===== src/rtl/pic_pkg.sv =====
// Shared types and helpers for the 8259-style INTA sequencer: FSM states, IR sizing
// and a lowest-index-first priority encoder.
package pic_pkg;

  localparam int NUM_IR = 8;
  localparam int ID_W   = $clog2(NUM_IR);

  typedef enum logic [1:0] {
    IDLE,
    ACK1,
    GAP,
    ACK2
  } state_t;

  // Returns {found, index} of the lowest-index set bit; bit 0 is the highest priority.
  function automatic logic [ID_W:0] prio_first(input logic [NUM_IR-1:0] vec);
    logic [ID_W:0] result;
    result = '0;
    for (int i = NUM_IR - 1; i >= 0; i--) begin
      if (vec[i]) result = {1'b1, ID_W'(i)};
    end
    return result;
  endfunction

endpackage


===== src/rtl/pic_inta_sequencer_if.sv =====
// CPU-side and cascade-side pins of the INTA sequencer: acknowledge, INT, cascade bus and vector bus.
interface pic_inta_sequencer_if;
  import pic_pkg::*;

  logic            inta_n;
  logic            int_out;
  logic [ID_W-1:0] cas_in;
  logic [ID_W-1:0] cas_out;
  logic            cas_oe;
  logic [7:0]      data_out;
  logic            data_oe;

  modport master (
    output inta_n, cas_in,
    input  int_out, cas_out, cas_oe, data_out, data_oe
  );

  modport slave (
    input  inta_n, cas_in,
    output int_out, cas_out, cas_oe, data_out, data_oe
  );

endinterface


===== src/rtl/pic_inta_sequencer_resolver.sv =====
// Combinational priority resolver: picks the highest-priority pending request whose
// level is strictly above the highest level currently in service.
module pic_priority_resolver
  import pic_pkg::*;
(
  input  logic [NUM_IR-1:0] irr,
  input  logic [NUM_IR-1:0] isr,
  output logic              found,
  output logic [ID_W-1:0]   req_win
);

  logic [ID_W:0]     isr_top;
  logic [ID_W:0]     win;
  logic [NUM_IR-1:0] allowed;

  always_comb begin
    isr_top = prio_first(isr);
    for (int i = 0; i < NUM_IR; i++) begin
      allowed[i] = !isr_top[ID_W] || (i < int'(isr_top[ID_W-1:0]));
    end
    win = prio_first(irr & allowed);
  end

  assign found   = win[ID_W];
  assign req_win = win[ID_W-1:0];

endmodule


===== src/rtl/pic_inta_sequencer.sv =====
// 8086-mode INTA sequencer of an 8259-style PIC: INT generation, two-pulse acknowledge, ISR, cascade and vector.
// Define PIC_AEOI_EN to clear the serviced ISR bit automatically at the end of the second INTA pulse.
module pic_inta_sequencer
  import pic_pkg::*;
#(
  parameter int SYNC_STAGES = 2
) (
  input  logic                 clk,
  input  logic                 rst_n,
  pic_inta_sequencer_if.slave  bus,
  input  logic [NUM_IR-1:0]    irr,
  input  logic                 eoi,
  input  logic                 sngl,
  input  logic                 sp,
  input  logic [NUM_IR-1:0]    slave_map,
  input  logic [ID_W-1:0]      slave_id,
  input  logic [4:0]           vec_base,
  output logic [NUM_IR-1:0]    irr_clr,
  output logic [NUM_IR-1:0]    isr
);

  state_t            state, state_next;
  logic [SYNC_STAGES-1:0] sync_q;
  logic              inta_prev, inta_s, fall, rise;
  logic              found;
  logic [ID_W-1:0]   req_win, win_new, win_id, win_id_next;
  logic              sel, sel_next;
  logic              fall1, leave_ack2, cascade_new, drive_vec;
  logic [ID_W:0]     isr_top;
  logic [NUM_IR-1:0] isr_next, irr_clr_next;
  logic              int_q, int_next;
  logic              cas_oe_q, cas_oe_next, data_oe_q, data_oe_next;
  logic [ID_W-1:0]   cas_out_q, cas_out_next;
  logic [7:0]        data_out_q, data_out_next;

  pic_priority_resolver u_resolver (
    .irr     (irr),
    .isr     (isr),
    .found   (found),
    .req_win (req_win)
  );

  // inta_n idles high, so the chain resets to 1 to avoid a false fall after reset.
  always_ff @(posedge clk or negedge rst_n) begin
    if (!rst_n) begin
      sync_q    <= '1;
      inta_prev <= 1'b1;
    end else begin
      sync_q    <= {sync_q[SYNC_STAGES-2:0], bus.inta_n};
      inta_prev <= sync_q[SYNC_STAGES-1];
    end
  end

  assign inta_s = sync_q[SYNC_STAGES-1];
  assign fall   = inta_prev & ~inta_s;
  assign rise   = ~inta_prev & inta_s;

  always_comb begin
    state_next = state;
    case (state)
      IDLE:    if (fall) state_next = ACK1;
      ACK1:    if (rise) state_next = GAP;
      GAP:     if (fall) state_next = ACK2;
      ACK2:    if (rise) state_next = IDLE;
      default: state_next = IDLE;
    endcase
  end

  always_comb begin
    fall1         = (state == IDLE) && fall;
    leave_ack2    = (state == ACK2) && rise;
    win_new       = found ? req_win : ID_W'(NUM_IR - 1);
    cascade_new   = !sngl && sp && slave_map[win_new];
    drive_vec     = sngl || (sp ? !slave_map[win_id] : sel);
    isr_top       = prio_first(isr);
    win_id_next   = win_id;
    sel_next      = sel;
    isr_next      = isr;
    irr_clr_next  = '0;
    cas_oe_next   = cas_oe_q;
    cas_out_next  = cas_out_q;
    data_oe_next  = data_oe_q;
    data_out_next = data_out_q;

    // EOI acts on the pre-update ISR; a same-cycle fall1 set is applied afterwards and wins.
    if (eoi && isr_top[ID_W]) isr_next[isr_top[ID_W-1:0]] = 1'b0;
    if (fall1) begin
      win_id_next  = win_new;
      cas_oe_next  = cascade_new;
      cas_out_next = cascade_new ? win_new : '0;
      if (found) begin
        isr_next[win_new]     = 1'b1;
        irr_clr_next[win_new] = 1'b1;
      end
    end
    if ((state == ACK1) && rise) sel_next = (bus.cas_in == slave_id);
    if ((state == GAP) && fall && drive_vec) begin
      data_oe_next  = 1'b1;
      data_out_next = {vec_base, win_id};
    end
    if (leave_ack2) begin
      cas_oe_next   = 1'b0;
      cas_out_next  = '0;
      data_oe_next  = 1'b0;
      data_out_next = '0;
`ifdef PIC_AEOI_EN
      isr_next[win_id] = 1'b0;
`endif
    end
    int_next = found && (state_next == IDLE);
  end

  always_ff @(posedge clk or negedge rst_n) begin
    if (!rst_n) begin
      state      <= IDLE;
      win_id     <= '0;
      sel        <= 1'b0;
      isr        <= '0;
      irr_clr    <= '0;
      int_q      <= 1'b0;
      cas_oe_q   <= 1'b0;
      cas_out_q  <= '0;
      data_oe_q  <= 1'b0;
      data_out_q <= '0;
    end else begin
      state      <= state_next;
      win_id     <= win_id_next;
      sel        <= sel_next;
      isr        <= isr_next;
      irr_clr    <= irr_clr_next;
      int_q      <= int_next;
      cas_oe_q   <= cas_oe_next;
      cas_out_q  <= cas_out_next;
      data_oe_q  <= data_oe_next;
      data_out_q <= data_out_next;
    end
  end

  assign bus.int_out  = int_q;
  assign bus.cas_oe   = cas_oe_q;
  assign bus.cas_out  = cas_out_q;
  assign bus.data_oe  = data_oe_q;
  assign bus.data_out = data_out_q;

endmodule


===== src/flat_wrapper.sv =====
// flat-port wrapper written by rule: the top's interface ports become plain ports
module pic_inta_sequencer_flat import pic_pkg::*;
#(
  parameter int SYNC_STAGES = 2
)
  (clk, rst_n, irr, eoi, sngl, sp, slave_map, slave_id, vec_base, irr_clr, isr, bus_inta_n, bus_cas_in, bus_int_out, bus_cas_out, bus_cas_oe, bus_data_out, bus_data_oe);
  pic_inta_sequencer_if bus_i ();
  input  logic clk;
  input  logic rst_n;
  input  logic [NUM_IR-1:0] irr;
  input  logic eoi;
  input  logic sngl;
  input  logic sp;
  input  logic [NUM_IR-1:0] slave_map;
  input  logic [ID_W-1:0] slave_id;
  input  logic [4:0] vec_base;
  output logic [NUM_IR-1:0] irr_clr;
  output logic [NUM_IR-1:0] isr;
  input wire logic [$bits(bus_i.inta_n)-1:0] bus_inta_n;
  input wire logic [$bits(bus_i.cas_in)-1:0] bus_cas_in;
  output wire logic [$bits(bus_i.int_out)-1:0] bus_int_out;
  output wire logic [$bits(bus_i.cas_out)-1:0] bus_cas_out;
  output wire logic [$bits(bus_i.cas_oe)-1:0] bus_cas_oe;
  output wire logic [$bits(bus_i.data_out)-1:0] bus_data_out;
  output wire logic [$bits(bus_i.data_oe)-1:0] bus_data_oe;
  assign bus_i.inta_n = bus_inta_n;
  assign bus_i.cas_in = bus_cas_in;
  assign bus_int_out = bus_i.int_out;
  assign bus_cas_out = bus_i.cas_out;
  assign bus_cas_oe = bus_i.cas_oe;
  assign bus_data_out = bus_i.data_out;
  assign bus_data_oe = bus_i.data_oe;
  pic_inta_sequencer #(.SYNC_STAGES(SYNC_STAGES)) u_core (.clk(clk), .rst_n(rst_n), .bus(bus_i), .irr(irr), .eoi(eoi), .sngl(sngl), .sp(sp), .slave_map(slave_map), .slave_id(slave_id), .vec_base(vec_base), .irr_clr(irr_clr), .isr(isr));
endmodule

===== config.mk =====
export PLATFORM = sky130hd
export DESIGN_NAME = pic_inta_sequencer_flat
export DESIGN_NICKNAME = d
export VERILOG_FILES = /design/src/rtl/pic_pkg.sv /design/src/rtl/pic_inta_sequencer_if.sv /design/src/rtl/pic_inta_sequencer_resolver.sv /design/src/rtl/pic_inta_sequencer.sv /design/src/flat_wrapper.sv
export SDC_FILE = /design/constraint.sdc
export NUM_CORES = 1
export LEC_CHECK = 0
export ABC_AREA = 1
export BUFFER_PORTS_ARGS = -buffer_cell sky130_fd_sc_hd__buf_2
export CAP_MARGIN = 20
export CORE_AREA = 2 2 66 68
export CTS_CLUSTER_DIAMETER = 150
export DETAILED_ROUTE_END_ITERATION = 12
export DIE_AREA = 0 0 68 70
export PLACE_DENSITY_LB_ADDON = 0.2
export SYNTH_ARGS = -nofsm -noshare
export SYNTH_HDL_FRONTEND = slang
export SYNTH_SLANG_ARGS = --single-unit
export TNS_END_PERCENT = 30

===== constraint.sdc =====
create_clock -name clk -period 2.1 [get_ports clk]
set_clock_uncertainty 0.2 [all_clocks]
set_input_delay 0.42 -clock clk [delete_from_list [all_inputs] [get_ports clk]]
set_output_delay 0.42 -clock clk [all_outputs]
set_load 0.01 [all_outputs]

==> flow_summary.ini <==
[status]
status = finished with violations
violations = setup timing

[logic_synthesis]
seq_area_frac_synth_pct = 50.65
ys_warn_count = 0
synth-xor-area-share_pct = 1.358
synth_fa_ha_area_share_pct = 0
yosys.area_share.simple_pct = 27.23
avgSynthCellArea_sq_um = 8.374
synth-edff-count = 0
syn-instance-count = 231
synth_compound_area_share_pct = 12.55
muxShareOfSynthArea_pct = 0
synth_top_family_by_area = simple AND/OR/NAND/NOR gates
synth-seq-cells = 39
netlist_area_sq_um = 1934
synth_flop_cell = dfrtp_1
ys_types = 29
syn_nets = 264
synthArstFlopShare_pct = 100.0

[final_layout]
syn_to_final_growth_pct = 33.44
fin_nets = 349
nFillCells = 391
fin_cells = 369
final_layout_size_suffix_gt1_share_pct = 38.80
fin_util_pct = 62.29
antenna_cells = 0

[grt]
top_usage_layer = met2
grt_use_met1_pct = 28.71
antenna_found_initial = 0
overflow = 0
grt_use_total_pct = 20.77
grt_max_degree = 40
grt_pass1_vias = 1647
grtUsageMet3_pct = 4.831
grt_pass1_wl_mm = 7.479
met2_usage_pct = 31.93

[floorplanning]
ios = 63
die-width_um = 68
num_rows = 24
dieHeight_um = 70
start_util_pct = 46.68
core_sq_um = 4144
die-area_sq_um = 4760

[cts]
cts.path.max_buffers = 2
cts_root_buf = clkbuf_8
cts_tree = built
h-tree-depth = 2
clk_latency_ns = 0.29
cts_sinks = 39
numCtsBuffers = 5
clk_pin_slew_ns = 0.07

[sta]
slew_headroom_pct = 57.63
rsz0062_at_grt = true
finalSetupTns_ns = -0.004218
finalWorstSetupSlack_ns = -0.004218
min_period_ns = 2.104
max_freq_mhz = 475.2
drv_slew = 0
finalSetupViolations = 1
fin_crit_sh_pct = 100.2
worstMarginPinSlew_ns = 0.6342
final_hold_viol_count = 0

[run]
cap_violations = 0

[place]
port_buffers = 62
place.gp.congestion = 0.8609
dpl.hpwl_mm = 3.413
place_inst = 354

[critical_path]
crit_arrival_ns = 2.08
start_kind = flip-flop
cp.required_ns = 2.08
r2r_slack_ns = -0.004
crit_chain = nor2_4 > nand2_4 > nor2_4 > inv_1 > nor2_2 > nand3_2 > nand2_1 > a21oi_1 > nand3_2 > nand2_4 > nand2_4 > nor2_4 > or2_1
cp_slowest_cell = dfrtp_1
crit_fanout = 5
path_class = reg -> reg
ff2ff_path_depth = 13
end_kind = flip-flop
cp_slowest_stage_delay_ns = 0.43

[power_and_ir_drop]
pwr_density_cell_nw_per_um2 = 1315
total_leakage_power_nw = 1.442
ir_worst_vdd_uv = 718.7

[routing]
postRouteAntennaNets = 0
drt_iter0_drc = 86
wl_per_cell_um = 12.31
drt-vias-per-instance = 4.832
dr.pass1.iters = 4
drc = 0
wirelength_mm = 4.543
dr_total_vias = 1783

[hold_path]
hp-class = in -> reg
min_path_cells = 1
routing by layer:
metal	routed length, um	vias up
met5	0	-
met4	65	0
met3	252	6
met2	2127	43
met1	2098	819
li1	-	915
power by group:
group | leakage, nW | switching (mW) | internal [mW] | total, mW
Combinational | 0.887 | 1.10 | 0.730 | 1.83
Sequential | 0.514 | 0.128 | 0.953 | 1.08
Clock | 0.0412 | 0.256 | 0.232 | 0.488
final cells by class:
class	instances	area [sq um]	share of cell area, %
Sequential cell	39	979.7	37.95
Inverter	41	153.9	5.962
Tap cell	52	65.06	2.521
Clock inverter	2	12.51	0.4847
Multi-Input combinational cell	150	844.6	32.72
Timing Repair Buffer	79	452.9	17.55
Clock buffer	6	72.57	2.811
cell usage after synthesis (3+ instances only):
cell | instances | share of area [%]
a21oi_1 | 5 | 1.3
dfrtp_1 | 36 | 47
dfstp_2 | 3 | 4.1
inv_1 | 38 | 7.4
inv_2 | 3 | 0.58
nand2_1 | 37 | 7.2
nand2_2 | 7 | 2.3
nand2_4 | 4 | 2.3
nand3_1 | 20 | 5.2
nor2_1 | 22 | 4.3
nor2_2 | 3 | 0.97
nor2_4 | 3 | 1.7
nor3_1 | 3 | 0.78
o21ai_0 | 21 | 5.4
o21bai_1 | 3 | 1.2
o22ai_1 | 5 | 1.6
xor2_1 | 3 | 1.4
what timing repair did:
action / in CTS / in global routing
gates resized for setup: 0 / 15
endpoints found under the hold margin: 36 / 0
pin swaps: 1 / 1
endpoints found under the setup margin: 3 / 26
hold buffers: 1 / 0
buffers inserted: 0 / 6
metrics by stage:
stage | instance area, sq um | setup slack (ns) | hold WS, ns | total power [mW]
after detailed placement | 2392 | 0.004789 | 0.1488 | 2.668
final | 2581 | -0.004218 | 0.02246 | 3.396
after CTS | 2487 | 0.01604 | 0.01685 | 3.171
after global routing | 2581 | -0.1631 | 0.01040 | 3.675
after floorplan | 1934 | 0.1714 | -0.07559 | 2.180
after global placement | 2392 | -0.03259 | 0.1474 | 2.663
placed cells by master, fill, tap and decap left out, types with 2 or more instances in the layout:
cell       n
nand2_2    9
nand3_1   18
o21bai_1   3
buf_4     15
inv_2      4
nor2_2     5
buf_2     62
o21ai_2    2
dfstp_2    3
dfrtp_1   36
o22ai_1    4
nand2_1   33
o21ai_1    3
inv_1     37
xor2_1     3
a21oi_1    5
nor3b_1    2
nand2_4    6
o21ai_0   20
nand3_2    3
nor3_1     3
clkbuf_8   5
nor2_4     4
nor2_1    19
cell families (layout without fill, tap and decap cells):
family	after synthesis	in the layout
simple gates	105	105
flops	39	39
buf+inv	42	128
xor+xnor	3	3
compound gates	42	42
sequential cells by signal, indices dropped and copies added, names as in the netlist:
signal,cells
u_core.bus.cas_oe,1
u_core.bus.int_out,1
u_core.sel,1
u_core.bus.data_out,8
u_core.inta_prev,1
u_core.isr,8
u_core.bus.data_oe,1
u_core.sync_q,2
u_core.state,2
u_core.bus.cas_out,3
u_core.win_id,3
u_core.irr_clr,8
worst paths after layout:
kind	start	end
worst min-delay path	bus_inta_n	u_core.sync_q[0]
min in group asynchronous	rst_n	u_core.irr_clr[0]
worst max register to register	u_core.isr[1]	u_core.isr[5]
worst max-delay path	u_core.isr[1]	u_core.isr[5]
worst min register to register	u_core.sync_q[0]	u_core.sync_q[1]
max in group asynchronous	rst_n	u_core.sync_q[1]
critical path, delay by kind of cell, from the launching register on:
kind | cells | cell delay (ns)
AND/OR/NAND/NOR | 11 | 1.20
flip-flops | 1 | 0.43
AO/OA/AOI/OAI | 1 | 0.09
buffers and inverters | 1 | 0.06
(Power assumes the default switching activity.)
